File: src/rtl/srl_report_pkg.sv
// rtl/srl_report_pkg.sv - ASCII constants, hex helper and UART state enum for the SRL error reporter
package srl_report_pkg;

  localparam logic [7:0] ASCII_OK  = 8'h4B;
  localparam logic [7:0] ASCII_ERR = 8'h45;
  localparam logic [7:0] ASCII_CR  = 8'h0D;
  localparam logic [7:0] ASCII_LF  = 8'h0A;

  typedef enum logic [1:0] {
    ST_IDLE,
    ST_START,
    ST_DATA,
    ST_STOP
  } tx_state_e;

  function automatic logic [7:0] hex_ascii(input logic [3:0] nib);
    return (nib < 4'd10) ? (8'h30 + {4'h0, nib}) : (8'h37 + {4'h0, nib});
  endfunction

endpackage

File: src/rtl/srl_error_uart_reporter_if.sv
// rtl/srl_error_uart_reporter_if.sv - error inputs, sticky latch, busy and UART tx of the reporter
interface srl_error_uart_reporter_if #(
  parameter int NUM_CH = 8
);

  logic [NUM_CH-1:0] error;
  logic              clr;
  logic [NUM_CH-1:0] error_lat;
  logic              busy;
  logic              tx;

  modport master (output error, output clr, input error_lat, input busy, input tx);
  modport slave  (input error, input clr, output error_lat, output busy, output tx);

endinterface

File: src/rtl/uart_tx_8n1.sv
// rtl/uart_tx_8n1.sv - 8N1 UART transmitter with valid/ready byte input, back-to-back capable
module uart_tx_8n1
  import srl_report_pkg::*;
#(
  parameter int CLK_DIV = 868
) (
  input  logic       clk,
  input  logic       rst,
  input  logic [7:0] s_tdata_i,
  input  logic       s_tvalid_i,
  output logic       s_tready_o,
  output logic       tx_o
);

  localparam int DIVW = (CLK_DIV > 1) ? $clog2(CLK_DIV) : 1;

  tx_state_e        state_q;
  logic [DIVW-1:0]  div_q;
  logic [2:0]       bit_q;
  logic [7:0]       sh_q;
  logic             tx_q;
  logic             div_last;

  assign div_last   = (div_q == DIVW'(CLK_DIV - 1));
  // Accepting in the last stop cycle keeps consecutive bytes gap-free.
  assign s_tready_o = (state_q == ST_IDLE) || ((state_q == ST_STOP) && div_last);
  assign tx_o       = tx_q;

  always_ff @(posedge clk or posedge rst) begin
    if (rst) begin
      state_q <= ST_IDLE;
      div_q   <= '0;
      bit_q   <= '0;
      sh_q    <= '0;
      tx_q    <= 1'b1;
    end else begin
      case (state_q)
        ST_IDLE: begin
          if (s_tvalid_i) begin
            sh_q    <= s_tdata_i;
            div_q   <= '0;
            tx_q    <= 1'b0;
            state_q <= ST_START;
          end
        end
        ST_START: begin
          if (div_last) begin
            div_q   <= '0;
            bit_q   <= '0;
            tx_q    <= sh_q[0];
            sh_q    <= sh_q >> 1;
            state_q <= ST_DATA;
          end else begin
            div_q <= div_q + 1'b1;
          end
        end
        ST_DATA: begin
          if (div_last) begin
            div_q <= '0;
            if (bit_q == 3'd7) begin
              tx_q    <= 1'b1;
              state_q <= ST_STOP;
            end else begin
              bit_q <= bit_q + 1'b1;
              tx_q  <= sh_q[0];
              sh_q  <= sh_q >> 1;
            end
          end else begin
            div_q <= div_q + 1'b1;
          end
        end
        ST_STOP: begin
          if (div_last) begin
            if (s_tvalid_i) begin
              sh_q    <= s_tdata_i;
              div_q   <= '0;
              tx_q    <= 1'b0;
              state_q <= ST_START;
            end else begin
              state_q <= ST_IDLE;
            end
          end else begin
            div_q <= div_q + 1'b1;
          end
        end
        default: state_q <= ST_IDLE;
      endcase
    end
  end

endmodule

File: src/rtl/srl_error_uart_reporter.sv
// rtl/srl_error_uart_reporter.sv - sticky SRL error latch with periodic ASCII status frames over UART
// Optional SRL_REPORT_EVENT_TRIG_EN: also trigger a report whenever the latch gains a new bit.
module srl_error_uart_reporter
  import srl_report_pkg::*;
#(
  parameter int NUM_CH        = 8,
  parameter int CLK_DIV       = 868,
  parameter int REPORT_PERIOD = 50_000_000
) (
  input  logic                      clk,
  input  logic                      rst,
  srl_error_uart_reporter_if.slave  rpt_if
);

  localparam int NHEX   = NUM_CH / 4;
  localparam int NBYTES = NHEX + 3;
  localparam int IDXW   = $clog2(NBYTES + 1);
  localparam int CNTW   = $clog2(REPORT_PERIOD);

  logic [NUM_CH-1:0] lat_q, lat_d, snap_q;
  logic [CNTW-1:0]   cnt_q;
  logic [IDXW-1:0]   idx_q;
  logic              pending_q, busy_q;
  logic              tick, gain, take;
  logic              tx_valid, tx_ready;
  logic [7:0]        byte_sel;
  logic [3:0]        nib;

  assign lat_d    = (rpt_if.clr ? '0 : lat_q) | rpt_if.error;
  assign tick     = (cnt_q == CNTW'(REPORT_PERIOD - 1));
  assign take     = !busy_q && pending_q;
  assign tx_valid = busy_q && (idx_q != IDXW'(NBYTES));

`ifdef SRL_REPORT_EVENT_TRIG_EN
  assign gain = |(lat_d & ~lat_q);
`else
  assign gain = 1'b0;
`endif

  // Byte 0 is the OK/ERR marker, then hex digits MS nibble first, then CR LF.
  always_comb begin
    nib = '0;
    for (int k = 0; k < NHEX; k++) begin
      if (idx_q == IDXW'(NHEX - k)) nib = snap_q[4*k +: 4];
    end
    byte_sel = ASCII_LF;
    if (idx_q == '0)                   byte_sel = (snap_q == '0) ? ASCII_OK : ASCII_ERR;
    else if (idx_q <= IDXW'(NHEX))     byte_sel = hex_ascii(nib);
    else if (idx_q == IDXW'(NHEX + 1)) byte_sel = ASCII_CR;
  end

  always_ff @(posedge clk or posedge rst) begin
    if (rst) begin
      lat_q     <= '0;
      snap_q    <= '0;
      cnt_q     <= '0;
      idx_q     <= '0;
      pending_q <= 1'b0;
      busy_q    <= 1'b0;
    end else begin
      lat_q     <= lat_d;
      cnt_q     <= tick ? '0 : cnt_q + 1'b1;
      pending_q <= (pending_q && !take) || tick || gain;
      if (take) begin
        busy_q <= 1'b1;
        idx_q  <= '0;
        snap_q <= lat_q;
      end else if (busy_q && tx_ready) begin
        // The ready in the final stop cycle with nothing left ends the frame.
        if (tx_valid) idx_q  <= idx_q + 1'b1;
        else          busy_q <= 1'b0;
      end
    end
  end

  uart_tx_8n1 #(.CLK_DIV(CLK_DIV)) u_tx (
    .clk        (clk),
    .rst        (rst),
    .s_tdata_i  (byte_sel),
    .s_tvalid_i (tx_valid),
    .s_tready_o (tx_ready),
    .tx_o       (rpt_if.tx)
  );

  assign rpt_if.error_lat = lat_q;
  assign rpt_if.busy      = busy_q;

endmodule

File: src/flat_wrapper.sv
// flat-port wrapper written by rule: the top's interface ports become plain ports
module srl_error_uart_reporter_flat import srl_report_pkg::*;
#(
  parameter int NUM_CH        = 8,
  parameter int CLK_DIV       = 868,
  parameter int REPORT_PERIOD = 50_000_000
)
  (clk, rst, rpt_if_error, rpt_if_clr, rpt_if_error_lat, rpt_if_busy, rpt_if_tx);
  srl_error_uart_reporter_if #(.NUM_CH(NUM_CH)) rpt_if_i ();
  input  logic clk;
  input  logic rst;
  input wire logic [$bits(rpt_if_i.error)-1:0] rpt_if_error;
  input wire logic [$bits(rpt_if_i.clr)-1:0] rpt_if_clr;
  output wire logic [$bits(rpt_if_i.error_lat)-1:0] rpt_if_error_lat;
  output wire logic [$bits(rpt_if_i.busy)-1:0] rpt_if_busy;
  output wire logic [$bits(rpt_if_i.tx)-1:0] rpt_if_tx;
  assign rpt_if_i.error = rpt_if_error;
  assign rpt_if_i.clr = rpt_if_clr;
  assign rpt_if_error_lat = rpt_if_i.error_lat;
  assign rpt_if_busy = rpt_if_i.busy;
  assign rpt_if_tx = rpt_if_i.tx;
  srl_error_uart_reporter #(.NUM_CH(NUM_CH), .CLK_DIV(CLK_DIV), .REPORT_PERIOD(REPORT_PERIOD)) u_core (.clk(clk), .rst(rst), .rpt_if(rpt_if_i));
endmodule
File: config.mk
export PLATFORM = sky130hd
export DESIGN_NAME = srl_error_uart_reporter_flat
export DESIGN_NICKNAME = d
export VERILOG_FILES = /design/src/rtl/srl_report_pkg.sv /design/src/rtl/srl_error_uart_reporter_if.sv /design/src/rtl/uart_tx_8n1.sv /design/src/rtl/srl_error_uart_reporter.sv /design/src/flat_wrapper.sv
export SDC_FILE = /design/constraint.sdc
export NUM_CORES = 1
export LEC_CHECK = 0
export ABC_CLOCK_PERIOD_IN_PS = 3250
export BUFFER_PORTS_ARGS = -buffer_cell sky130_fd_sc_hd__buf_2
export CORE_MARGIN = 10
export CORE_UTILIZATION = 61
export DETAILED_ROUTE_END_ITERATION = 12
export HOLD_SLACK_MARGIN = 0.15
export MAX_ROUTING_LAYER = met4
export PLACE_DENSITY_LB_ADDON = 0.25
export SETUP_SLACK_MARGIN = 0.5
export SYNTH_ARGS = -nofsm -noshare
export SYNTH_HDL_FRONTEND = slang
export SYNTH_SLANG_ARGS = --single-unit
File: constraint.sdc
create_clock -name clk -period 3.25 [get_ports clk]
set_clock_uncertainty 0.15 [all_clocks]
set_input_delay 0.4875 -clock clk [delete_from_list [all_inputs] [get_ports clk]]
set_output_delay 0.4875 -clock clk [all_outputs]
set_load 0.02 [all_outputs]
==> flow_summary.json <==
{
  "io_buffers": 20,
  "area_growth_pct": 9.38,
  "crit_top_cell": "inv_1",
  "maxCapViolCount": 0,
  "grt_max_degree": 39,
  "cp.arrival_ns": 2.68,
  "viasPerCell": 5.96,
  "rsz0062_at_grt": "false",
  "die_area_mm2": 0.00985,
  "grt_pass1_wl_um": 12800,
  "period_needed_ns": 2.57,
  "drt_pass1_iterations": 4,
  "hp-class": "in2async",
  "initial_core_util_pct": 63.9,
  "crit_fanout": 11,
  "setup_viol": 0,
  "die_y_um": 99.2,
  "max_freq_mhz": 389,
  "regToRegStartpoint": "u_core.idx_q[1]",
  "cts.clk_slew.worst_paths_ns": 0.08,
  "wl_um": 7430,
  "synthArstFlopShare_pct": 100,
  "syn-num-nets": 396,
  "clock_sinks": 70,
  "reg2reg_slack_ns": 0.68,
  "tightest_slew_ns": 0.807,
  "final_nets": 417,
  "crit_chain": "inv_1, ha_2, nand3b_1, a21oi_2, inv_1, ha_1, a211oi_1, o21ai_0, a2bb2oi_1, o31ai_1",
  "vias": 2808,
  "synth_edf_count": 0,
  "slew_headroom_pct": 46.1,
  "path_class": "reg2reg",
  "required_ns": 3.36,
  "post_cts_resized": 0,
  "cp-endpoint": "u_core.u_tx.sh_q[6]",
  "peakVddDrop_mv": 0.280,
  "p_leak_nw": 1.90,
  "reg2reg_to": "u_core.u_tx.sh_q[6]",
  "core-area_mm2": 0.00599,
  "antennaDiodeCount": 0,
  "fillers": 452,
  "clock_path_buffers": 2,
  "dpl_worst_slack_ns": 0.552,
  "grtUsageTotal_pct": 15.8,
  "synth_cell_types": 66,
  "cts_buffers": 9,
  "startpoint_type": "flop",
  "clk_latency_ns": 0.35,
  "ys.flop_type": "dfrtp_1",
  "tns_ns": 0,
  "cts_root_buf": "clkbuf_8",
  "cts_setup_buffers": 0,
  "wl_per_cell_um": 15.8,
  "fp.dieW_um": 99.2,
  "ant_nets": 0,
  "htreeDepth": 3,
  "end_kind": "flop",
  "cts_tree": "yes",
  "cp_slowest_cell": "dfrtp_1",
  "crit_family": "compound AO/OA/AOI/OAI gates",
  "syn-instance-count": 370,
  "grt_overflow_total": 0,
  "path_buf_inv": 2,
  "rr_worst_depth": 10,
  "grt_pass1_vias": 2735,
  "synth_seq_cells": 70,
  "rows": 28,
  "slew_violations": 0,
  "yosys_warnings": 0,
  "period_share_pct": 79.2,
  "syn_area_mm2": 0.00383,
  "crit_cells": 10,
  "grt_antenna_before_repair": 0,
  "drt_iter0_markers": 158,
  "ys_seq_area_share_pct": 45.8,
  "drive_gt1_share_pct": 18.9,
  "hold_viol": 0,
  "post-route-drc-count": 0,
  "cts_hold_buf": 0,
  "crit_start": "u_core.idx_q[1]",
  "synth_area_per_cell_um2": 10.4,
  "worst_slack_ns": 0.677,
  "outcome": "finished clean",
  "dpl.hpwl_um": 5270,
  "gp_congestion": 0.872,
  "ioPinCount": 21,
  "slowest_delay_ns": 0.43,
  "p_per_area_mw_per_mm2": 391
}
cells in the mapped netlist, drive strengths merged, types with 4 or more instances:
library cell   n  area, um^2
o21ai         22         114
mux2           9         101
xor2           9        78.8
nor2          31         121
a21o          12        90.1
clkbuf         6        22.5
ha            15         188
buf            6        45.0
nand3         14        75.1
nor4          10         129
a211oi         4        30.0
a31oi          7        43.8
xnor2         14         123
mux2i          5        50.1
dfrtp         69        1730
nand3b         4        30.0
nor3           8        51.3
inv           17        63.8
nand2         31         119
a21oi         16        83.8
and3           7        47.5
a22o           6        52.6
nand4          4        25.0
cell type report:
cell class / instances / area, um^2 / area share (%)
clock buffer: 10 / 138 / 3.29
clock inverter: 6 / 61.3 / 1.46
inverter: 17 / 63.8 / 1.52
multi-input combinational: 271 / 1950 / 46.6
sequential: 70 / 1750 / 41.8
tap: 75 / 93.8 / 2.24
timing repair buffer: 22 / 128 / 3.05
cells in the final DEF (no fill, tap or decap), types with 10 or more instances in the layout:
cell / n
dfrtp_1: 69
nand2_1: 30
nor2_1: 29
buf_2: 20
o21ai_0: 19
inv_1: 16
a21oi_1: 14
xnor2_1: 14
ha_1: 14
nand3_1: 13
a21o_1: 12
clkbuf_8: 10
cells by family after synthesis:
kind of cell	share of synthesized area, %
multiplexers	3.95
AND/OR/NAND/NOR	19.8
buffers and inverters	3.43
AO/OA/AOI/OAI	16.9
XOR/XNOR	5.26
flip-flops	45.8
adder cells (fa/ha/maj)	4.90
metal layers:
metal  part of all wire (%)  wire length (um)  global-route usage [%]  up-vias
li1                       -                 -                       -     1388
met1                     50              3690                    20.6     1368
met2                     46              3430                    23.8       42
met3                    2.9               217                    3.81       10
met4                    1.1                80                    4.74        0
met5                      0                 0                       -        -
through the flow:
step | cells | total power, mW | hold slack [ns] | utilization [%] | area, um^2
2_1_floorplan | 370 | 0.926 | 0.299 | - | 3830
3_3_place_gp | 455 | 0.948 | 0.312 | 66.5 | 3980
3_5_place_dp | 455 | 0.950 | 0.329 | 66.5 | 3980
4_1_cts | 471 | 1.65 | 0.151 | 69.8 | 4180
5_1_grt | 471 | 1.69 | 0.155 | 69.9 | 4190
6_report | 471 | 1.64 | 0.142 | 69.9 | 4190
worst min path at each step:
stage | from | to | slack, ns | depth (start not counted)
final | rst | u_core.cnt_q[1] | 0.14 | 2
after global routing | rpt_if_error[7] | u_core.rpt_if.error_lat[7] | 0.15 | 2
after CTS | rpt_if_error[5] | u_core.rpt_if.error_lat[5] | 0.15 | 2
after detailed placement | u_core.cnt_q[0] | u_core.cnt_q[0] | 0.33 | 1
after global placement | u_core.pending_q | u_core.pending_q | 0.31 | 1
after floorplan | u_core.u_tx.sh_q[6] | u_core.u_tx.sh_q[6] | 0.30 | 2
worst reg2reg max path: cells and delay by family (launching register included):
kind | cells | cell delay [ns]
buf+inv | 2 | 0.18
flops | 1 | 0.43
fa+ha+maj | 2 | 0.48
simple gates | 1 | 0.23
compound gates | 5 | 1.01
report_power, final:
part | total (mW) | switching, mW | leakage [nW] | internal, mW
logic | 0.0479 | 0.0324 | 0.868 | 0.0155
registers | 0.882 | 0.00502 | 0.935 | 0.877
clock network | 0.708 | 0.336 | 0.102 | 0.372
total | 1.64 | 0.373 | 1.90 | 1.27
flip-flops by register name, summed over array words and instances, names as in the netlist:
name	flops
u_core.u_tx.tx_o	1
u_core.snap_q	8
u_core.rpt_if.busy	1
u_core.u_tx.state_q	2
u_core.u_tx.sh_q	7
u_core.cnt_q	26
u_core.pending_q	1
u_core.idx_q	3
u_core.u_tx.bit_q	3
u_core.rpt_if.error_lat	8
u_core.u_tx.div_q	10
(Power assumes the default switching activity.)
